File: src/rtl/avalon_io_pkg.sv
// Shared types and elaboration-time helpers for the Avalon pin-side I/O unit.
// Holds the TX state encoding, the counter-width helper and the width legality check.
package avalon_io_pkg;

    typedef enum logic {
        TX_IDLE,
        TX_SHIFT
    } tx_state_t;

    // A single-beat word still needs a 1-bit counter so the port widths stay legal
    function automatic int cnt_width(input int beats);
        return (beats <= 1) ? 1 : $clog2(beats);
    endfunction

    function automatic bit widths_legal(input int pin_w, input int word_w, input int out_w);
        return (pin_w > 0) && (out_w > 0) && (word_w > 0) &&
               ((word_w % pin_w) == 0) && ((word_w % out_w) == 0);
    endfunction

endpackage

File: src/rtl/avalon_ef_sync.sv
// One external-flag lane: 2-flop synchroniser, a third flop for edge detection,
// and a sticky rising-edge bit cleared by ef_clr (a simultaneous new edge wins).
module avalon_ef_sync (
    input  logic CLK,
    input  logic RST,
    input  logic ef_in,
    input  logic ef_clr,
    output logic ef_level,
    output logic ef_rise
);

    logic sync_1;
    logic sync_2;
    logic sync_3;

    always_ff @(posedge CLK or negedge RST) begin
        if (!RST) begin
            sync_1  <= 1'b0;
            sync_2  <= 1'b0;
            sync_3  <= 1'b0;
            ef_rise <= 1'b0;
        end else begin
            sync_1  <= ef_in;
            sync_2  <= sync_1;
            sync_3  <= sync_2;
            ef_rise <= (sync_2 & ~sync_3) | (ef_rise & ~ef_clr);
        end
    end

    assign ef_level = sync_2;

endmodule

File: src/rtl/avalon_pin_io.sv
// Pin-side I/O unit: beat-serial RX deserialiser with a one-word holding register,
// beat-serial TX serialiser and NUM_EF synchronised external flags with sticky edge capture.
module avalon_pin_io
    import avalon_io_pkg::*;
#(
    parameter int PIN_W  = 4,
    parameter int WORD_W = 8,
    parameter int OUT_W  = 4,
    parameter int NUM_EF = 2
) (
    input  logic              CLK,
    input  logic              RST,
    input  logic [PIN_W-1:0]  pin_in,
    input  logic              pin_strobe,
    output logic [WORD_W-1:0] rx_word,
    output logic              rx_valid,
    input  logic              rx_ready,
    output logic              rx_overrun,
    input  logic              ovr_clr,
    input  logic [WORD_W-1:0] tx_word,
    input  logic              tx_valid,
    output logic              tx_ready,
    output logic [OUT_W-1:0]  pin_out,
    output logic              pin_out_valid,
    input  logic [NUM_EF-1:0] ef_in,
    output logic [NUM_EF-1:0] ef_level,
    output logic [NUM_EF-1:0] ef_rise,
    input  logic [NUM_EF-1:0] ef_clr
);

    localparam int RX_BEATS = WORD_W / PIN_W;
    localparam int TX_BEATS = WORD_W / OUT_W;
    localparam int RX_CW    = cnt_width(RX_BEATS);
    localparam int TX_CW    = cnt_width(TX_BEATS);

    if (!widths_legal(PIN_W, WORD_W, OUT_W)) begin : g_width_check
        $error("avalon_pin_io: WORD_W must be a multiple of both PIN_W and OUT_W");
    end

    logic [RX_CW-1:0]  rx_beat;
    logic [WORD_W-1:0] rx_asm;
    logic [WORD_W-1:0] rx_asm_next;
    logic              rx_last;
    logic              rx_complete;
    logic              rx_take;

    // The completing beat is merged combinationally so the holder can load the full word in the same edge
    always_comb begin
        rx_asm_next = rx_asm;
        rx_asm_next[int'(rx_beat)*PIN_W +: PIN_W] = pin_in;
        rx_last     = (rx_beat == RX_CW'(RX_BEATS - 1));
        rx_complete = pin_strobe && rx_last;
        rx_take     = rx_valid && rx_ready;
    end

    always_ff @(posedge CLK or negedge RST) begin
        if (!RST) begin
            rx_beat    <= '0;
            rx_asm     <= '0;
            rx_word    <= '0;
            rx_valid   <= 1'b0;
            rx_overrun <= 1'b0;
        end else begin
            if (pin_strobe) begin
                rx_asm  <= rx_asm_next;
                rx_beat <= rx_last ? '0 : rx_beat + RX_CW'(1);
            end
            if (rx_complete && (!rx_valid || rx_ready)) begin
                rx_word  <= rx_asm_next;
                rx_valid <= 1'b1;
            end else if (rx_take) begin
                rx_valid <= 1'b0;
            end
            if (rx_complete && rx_valid && !rx_ready) begin
                rx_overrun <= 1'b1;
            end else if (ovr_clr) begin
                rx_overrun <= 1'b0;
            end
        end
    end

    tx_state_t         tx_state;
    tx_state_t         tx_state_next;
    logic [WORD_W-1:0] tx_shift;
    logic [TX_CW-1:0]  tx_beat;
    logic [TX_CW-1:0]  tx_beat_next;
    logic              tx_load;
    logic              tx_last;

    // Offering tx_ready on the last beat lets back-to-back words stream without an idle gap
    always_comb begin
        tx_state_next = tx_state;
        tx_beat_next  = tx_beat;
        tx_load       = 1'b0;
        tx_ready      = 1'b0;
        pin_out       = '0;
        pin_out_valid = 1'b0;
        tx_last       = (tx_beat == TX_CW'(TX_BEATS - 1));
        case (tx_state)
            TX_IDLE: begin
                tx_ready = 1'b1;
                if (tx_valid) begin
                    tx_load       = 1'b1;
                    tx_beat_next  = '0;
                    tx_state_next = TX_SHIFT;
                end
            end
            TX_SHIFT: begin
                pin_out       = tx_shift[int'(tx_beat)*OUT_W +: OUT_W];
                pin_out_valid = 1'b1;
                if (tx_last) begin
                    tx_ready     = 1'b1;
                    tx_beat_next = '0;
                    if (tx_valid) begin
                        tx_load = 1'b1;
                    end else begin
                        tx_state_next = TX_IDLE;
                    end
                end else begin
                    tx_beat_next = tx_beat + TX_CW'(1);
                end
            end
            default: tx_state_next = TX_IDLE;
        endcase
    end

    always_ff @(posedge CLK or negedge RST) begin
        if (!RST) begin
            tx_state <= TX_IDLE;
            tx_beat  <= '0;
            tx_shift <= '0;
        end else begin
            tx_state <= tx_state_next;
            tx_beat  <= tx_beat_next;
            if (tx_load) begin
                tx_shift <= tx_word;
            end
        end
    end

    for (genvar i = 0; i < NUM_EF; i++) begin : g_ef
        avalon_ef_sync u_ef_sync (
            .CLK      (CLK),
            .RST      (RST),
            .ef_in    (ef_in[i]),
            .ef_clr   (ef_clr[i]),
            .ef_level (ef_level[i]),
            .ef_rise  (ef_rise[i])
        );
    end

endmodule

File: config.mk
export PLATFORM = sky130hd
export DESIGN_NAME = avalon_pin_io
export DESIGN_NICKNAME = d
export VERILOG_FILES = /design/src/rtl/avalon_io_pkg.sv /design/src/rtl/avalon_ef_sync.sv /design/src/rtl/avalon_pin_io.sv
export SDC_FILE = /design/constraint.sdc
export NUM_CORES = 1
export LEC_CHECK = 0
export CORE_ASPECT_RATIO = 1.4
export CORE_MARGIN = 4
export CORE_UTILIZATION = 55
export CTS_BUF_LIST = sky130_fd_sc_hd__clkbuf_2 sky130_fd_sc_hd__clkbuf_4 sky130_fd_sc_hd__clkbuf_8
export CTS_CLUSTER_DIAMETER = 200
export DETAILED_ROUTE_END_ITERATION = 10
export DONT_BUFFER_PORTS = 1
export HOLD_SLACK_MARGIN = 0.02
export PLACE_DENSITY = 0.67
export SETUP_SLACK_MARGIN = 0.05
export SLEW_MARGIN = 20
export SYNTH_ARGS = -nofsm -noshare
export SYNTH_HDL_FRONTEND = slang
export SYNTH_SLANG_ARGS = --single-unit
File: constraint.sdc
create_clock -name CLK -period 1.66 [get_ports CLK]
set_input_delay 0.415 -clock CLK [delete_from_list [all_inputs] [get_ports CLK]]
set_output_delay 0.415 -clock CLK [all_outputs]
set_load 0.05 [all_outputs]
After elaboration in Yosys (flattened, before gate mapping)

Index checks and enable logic that the tools add are counted.

Add/sub/neg operators: 3
Equal/unequal tests: 1
Shifts and indexed selects: 3
Muxes and demuxes: 18
Bitwise gates (word level): 11
Reduce and logical (&&, ||, !) cells: 10

Operators with widths:

| cell                                                                   | count |
|---|---|
| 3-bit negation with 33-bit output                                      | 1 |
| 4-bit by 33-bit variable shift with 8-bit output, first input constant | 1 |
| 4-bit by 33-bit indexed part select with 8-bit output                  | 1 |
| 1-bit two-way mux                                                      | 12 |
| 8-bit bitwise mux                                                      | 1 |
| 1-bit case mux with 2 select lines                                     | 4 |
| 8-bit by 4-bit indexed part select with 4-bit output                   | 1 |
| 1-bit logical AND                                                      | 5 |
| 1-bit NOT                                                              | 5 |
| 1-bit bitwise AND                                                      | 4 |
| 4-bit two-way mux                                                      | 1 |
| 2-bit nonzero test                                                     | 2 |
| 1-bit adder, second input constant                                     | 2 |
| 1-bit logical NOT                                                      | 2 |
| 2-bit inequality test, second input constant                           | 1 |
| 1-bit bitwise OR                                                       | 2 |
| 1-bit logical OR                                                       | 1 |

Register bits after elaboration: 37
Input port bits: 22
Output and inout bits: 20
Word-level logic and storage cells: 62

Longest topological paths before layout

Depth in word-level cells: 4
Depth in mapped cells: 4
Mapped depth without buffers: 3

Cells and area by module

A second synthesis with hierarchy kept.

Cell total of the unflattened synthesis: 82
Area total of the unflattened synthesis: 1,295.0 um2

Modules (own cells, without submodules):

| module         | instances | cells an instance | area each (um2) | sequential area each (um2) |
|---|---|---|---|---|
| avalon_pin_io  | 1         | 68                | 1,054.8         | 625.6 |
| avalon_ef_sync | 2         | 7                 | 120.1           | 100.1 |

Worst setup path before layout

No wires, ideal clock.

Path type: flip-flop to output port
Start: reg tx_state
End: out pin_out[0]
Arrival: 1.490 ns
Required time: 1.245 ns
Path slack: -0.245 ns
Stages on the path, launching flop included: 2
Buffers on the path: 0
Path through: dfrtp_1 nor2b_1

Longest elaborated chain between the ends: 1

RTL lines:

| what                   | RTL line             | RTL |
|---|---|---|
| from (decl)            | avalon_pin_io.sv:82  | `tx_state_t tx_state;` |
| from (signal assigned) | avalon_pin_io.sv:133 | `tx_state <= tx_state_next;` |
| 4-bit two-way mux      | avalon_pin_io.sv:99  | `case (tx_state)` |
| to (decl)              | avalon_pin_io.sv:23  | `output logic [OUT_W-1:0] pin_out,` |

Every way passes these cells.

Final worst setup path

Start: reg tx_beat
End: out pin_out[0]

Longest elaborated chain between the ends: 2

RTL lines:

| what                                                 | RTL line             | RTL |
|---|---|---|
| from (decl)                                          | avalon_pin_io.sv:85  | `logic [TX_CW-1:0] tx_beat;` |
| from (signal assigned)                               | avalon_pin_io.sv:134 | `tx_beat <= tx_beat_next;` |
| 8-bit by 4-bit indexed part select with 4-bit output | avalon_pin_io.sv:109 | `pin_out = tx_shift[int'(tx_beat)*OUT_W +: OUT_W];` |
| 4-bit two-way mux                                    | avalon_pin_io.sv:99  |  |

Every way passes these cells.

==> impl_metrics.env <==
export IMPL_via_count=670
export IMPL_synth_top_area_share_pct=62.9
export IMPL_cts_buffer_depth=2
export IMPL_power_static_leakage_uw=0.000704
export IMPL_netlist_top_cell_by_area="dfrtp_1"
export IMPL_critical_path_slowest_cell="dfrtp_2"
export IMPL_overflow_left_after_global_routing=0
export IMPL_period_share_pct=101
export IMPL_vias_per_cell=5.58
export IMPL_synth_seq_cells=33
export IMPL_cp_start_kind="register"
export IMPL_worst_r2r_cell_count=4
export IMPL_rows=20
export IMPL_post_synthesis_instance_area_sq_um=1310
export IMPL_route_antenna_remaining_nets=0
export IMPL_place_gp_congestion=0.689
export IMPL_status="finished, violations left"
export IMPL_floorplan_io_pins=42
export IMPL_synth_async_reset_ratio_pct=100
export IMPL_netlist_cell_type_count=16
export IMPL_first_global_vias=784
export IMPL_violated_checks="setup timing"
export IMPL_avgSynthCellArea_sq_um=15.3
export IMPL_yosysSeqAreaShare_pct=62.9
export IMPL_rsz0062_at_grt="yes"
export IMPL_final_min_clock_period_ps=1680
export IMPL_clock_sinks=33
export IMPL_h_tree_lvl_count=2
export IMPL_most_common_cell_in_the_netlist="dfrtp_1"
export IMPL_drt_iter0_drc=5
export IMPL_synth_top_flop_cell="dfrtp_1"
export IMPL_worstPathRequired_ps=1240
export IMPL_synth_enable_flop_cells=0
export IMPL_full_die_area_sq_um=3240
export IMPL_clock_insertion_delay_worst_skew_ps=330
export IMPL_synth_commonest_cells="33 x dfrtp_1, 12 x mux2_2, 8 x mux2_4"
export IMPL_final_hold_viol_count=0
export IMPL_crit_path_end_kind="output pin"
export IMPL_grt_antenna_before_repair=0
export IMPL_die_y_um=65.8
export IMPL_timing_worst_slew_pin_value_ps=498
export IMPL_dr_pass1_iters=4
export IMPL_finalSetupViolations=4
export IMPL_preCtsSetupSlack_ps=273
export IMPL_critical_path_max_stage_delay_ps=470
export IMPL_core_area_sq_um=2230
export IMPL_drive_above_1_share_pct=45.9
export IMPL_clk_pin_slew_worst_paths_ps=100
export IMPL_cp_cell_sequence="mux2i_1, nor2b_2, buf_12"
export IMPL_finish_net_count=119
export IMPL_drc=0
export IMPL_clock_tree_from_tritoncts="built"
export IMPL_ff2ff_setup_slack_ps=190
export IMPL_insertedDiodeCount=0
export IMPL_post_synthesis_cell_count=86
export IMPL_vdd_drop_max_mv=1.21
export IMPL_cts_buffers=5
export IMPL_grt_max_degree=34
export IMPL_cp_arrival_ps=1270
export IMPL_critPathKind="register to output pin"
export IMPL_finalClockSkew_ps=11.1
export IMPL_layout_area_overhead_vs_synth_pct=15.3
export IMPL_post_layout_total_power_uw=3590
export IMPL_power_per_cell_area_nw_per_um2=2380
export IMPL_grt_use_total_pct=14.9
export IMPL_initial_core_util_pct=58.9
export IMPL_cp_max_fo=5
export IMPL_synth_warning_count=0
export IMPL_cap_viol_max_count=0
export IMPL_cts_root_buf="clkbuf_4"
export IMPL_dp_hpwl_um=1450
export IMPL_mappedNetlistNets=108
export IMPL_routed_wire_length_per_instance_um=16.4
export IMPL_port_buffer_count=0
export IMPL_maxSlewHeadroom_pct=66.8
export IMPL_worst_min_delay_path_category="input pin to register"
export IMPL_largest_cells_by_area_after_synthesis="dfrtp_1 63%, mux2_2 10%, mux2_4 9.2%"
export IMPL_setup_ws_ps=-21.1
export IMPL_timing_max_transition_violations_final=0
export IMPL_die_span_in_x_um=49.3
export IMPL_drt_wl_total_um=1970
export IMPL_hold_path_depth=0
export IMPL_finalHoldWorstSlack_ps=108
export IMPL_max_freq_ghz=0.595
export IMPL_grt_first_pass_wirelength_um=3450
## area by class of cell
cell class	instances	area [sq um]
repair buffers	10	140
multi-input cells	42	429
well taps	22	27.5
clock buffers	7	65.1
flip-flops and latches	33	827
fillers	174	714
clock inverters	1	5.00
inverters	5	18.8
## layout by cell type, fill, tap and decap left out, drive strengths merged
cell type,n
clkbuf,7
xor2,1
nor2b,5
inv,5
o22ai,3
mux2,20
buf,9
nand2,3
mux2i,4
o21ai,1
dfrtp,33
nand2b,5
clkinv,1
dlygate4sd3,1
## report_power, final
group | switching [uW] | total (uW) | internal (uW)
logic | 642 | 1380 | 735
clock network | 256 | 501 | 245
registers | 611 | 1720 | 1100
total | 1510 | 3590 | 2090
## critical path, delay by kind of cell, from the launching register on
family / cells / cell delay, ps
flops: 1 / 470
mux: 1 / 150
buf+inv: 1 / 150
simple gates: 1 / 160
## cells by family (layout without fill, tap and decap cells)
kind of cell	after synthesis	count (layout)	synth area share (%)
xor gates and xnor gates	1	1	0.667
DFF	33	33	62.9
and+or+nand+nor	13	13	6.96
muxes	24	24	22.5
AOI/OAI and AO/OA	4	4	1.81
buffers and inverters	11	23	5.15
## final timing paths
| kind | start | to |
|---|---|---|
| setup / recovery | tx_beat | pin_out[0] |
| hold / removal | ef_in[0] | g_ef[0].u_ef_sync.sync_1 |
| setup reg to reg | tx_beat | tx_shift[1] |
| hold reg to reg | g_ef[1].u_ef_sync.sync_1 | g_ef[1].u_ef_sync.ef_level |
| max in group asynchronous | RST | rx_word[5] |
| min in group asynchronous | RST | tx_shift[4] |
## layer usage
layer / global-route usage (%) / up-vias / wire [um]
met5: 0 / - / 0
met4: 11.7 / 0 / 65
met3: 6.32 / 7 / 186
met2: 24.7 / 33 / 976
met1: 14.5 / 327 / 742
li1: - / 303 / -
## registers in the layout, indices dropped and copies added, names as in the netlist
| name | cells |
|---|---|
| rx_word | 8 |
| rx_beat | 1 |
| tx_shift | 8 |
| tx_state | 1 |
| g_ef.u_ef_sync.ef_rise | 2 |
| g_ef.u_ef_sync.sync_3 | 2 |
| rx_overrun | 1 |
| g_ef.u_ef_sync.sync_1 | 2 |
| rx_valid | 1 |
| tx_beat | 1 |
| rx_asm | 4 |
| g_ef.u_ef_sync.ef_level | 2 |
## what timing repair did
action / in CTS / in global routing
buffers inserted: 1 / 0
gates resized for setup: 1 / 0
endpoints found under the setup margin: 4 / 5
pin swaps: 0 / 0
cloned: 0 / 0
hold buffers: 2 / 0
endpoints found under the hold margin: 33 / 0
## per-stage QoR
step | util (%) | std cells | TNS [ps] | instance area (sq um)
after global placement | 63.0 | 109 | 0 | 1400
final | 67.9 | 120 | -52.0 | 1510
after floorplan | - | 86 | -110 | 1320
after CTS | 67.9 | 120 | -134 | 1510
after global routing | 67.9 | 120 | -278 | 1510
after detailed placement | 63.0 | 109 | 0 | 1400
No activity file was read; power rests on OpenSTA's default activity.
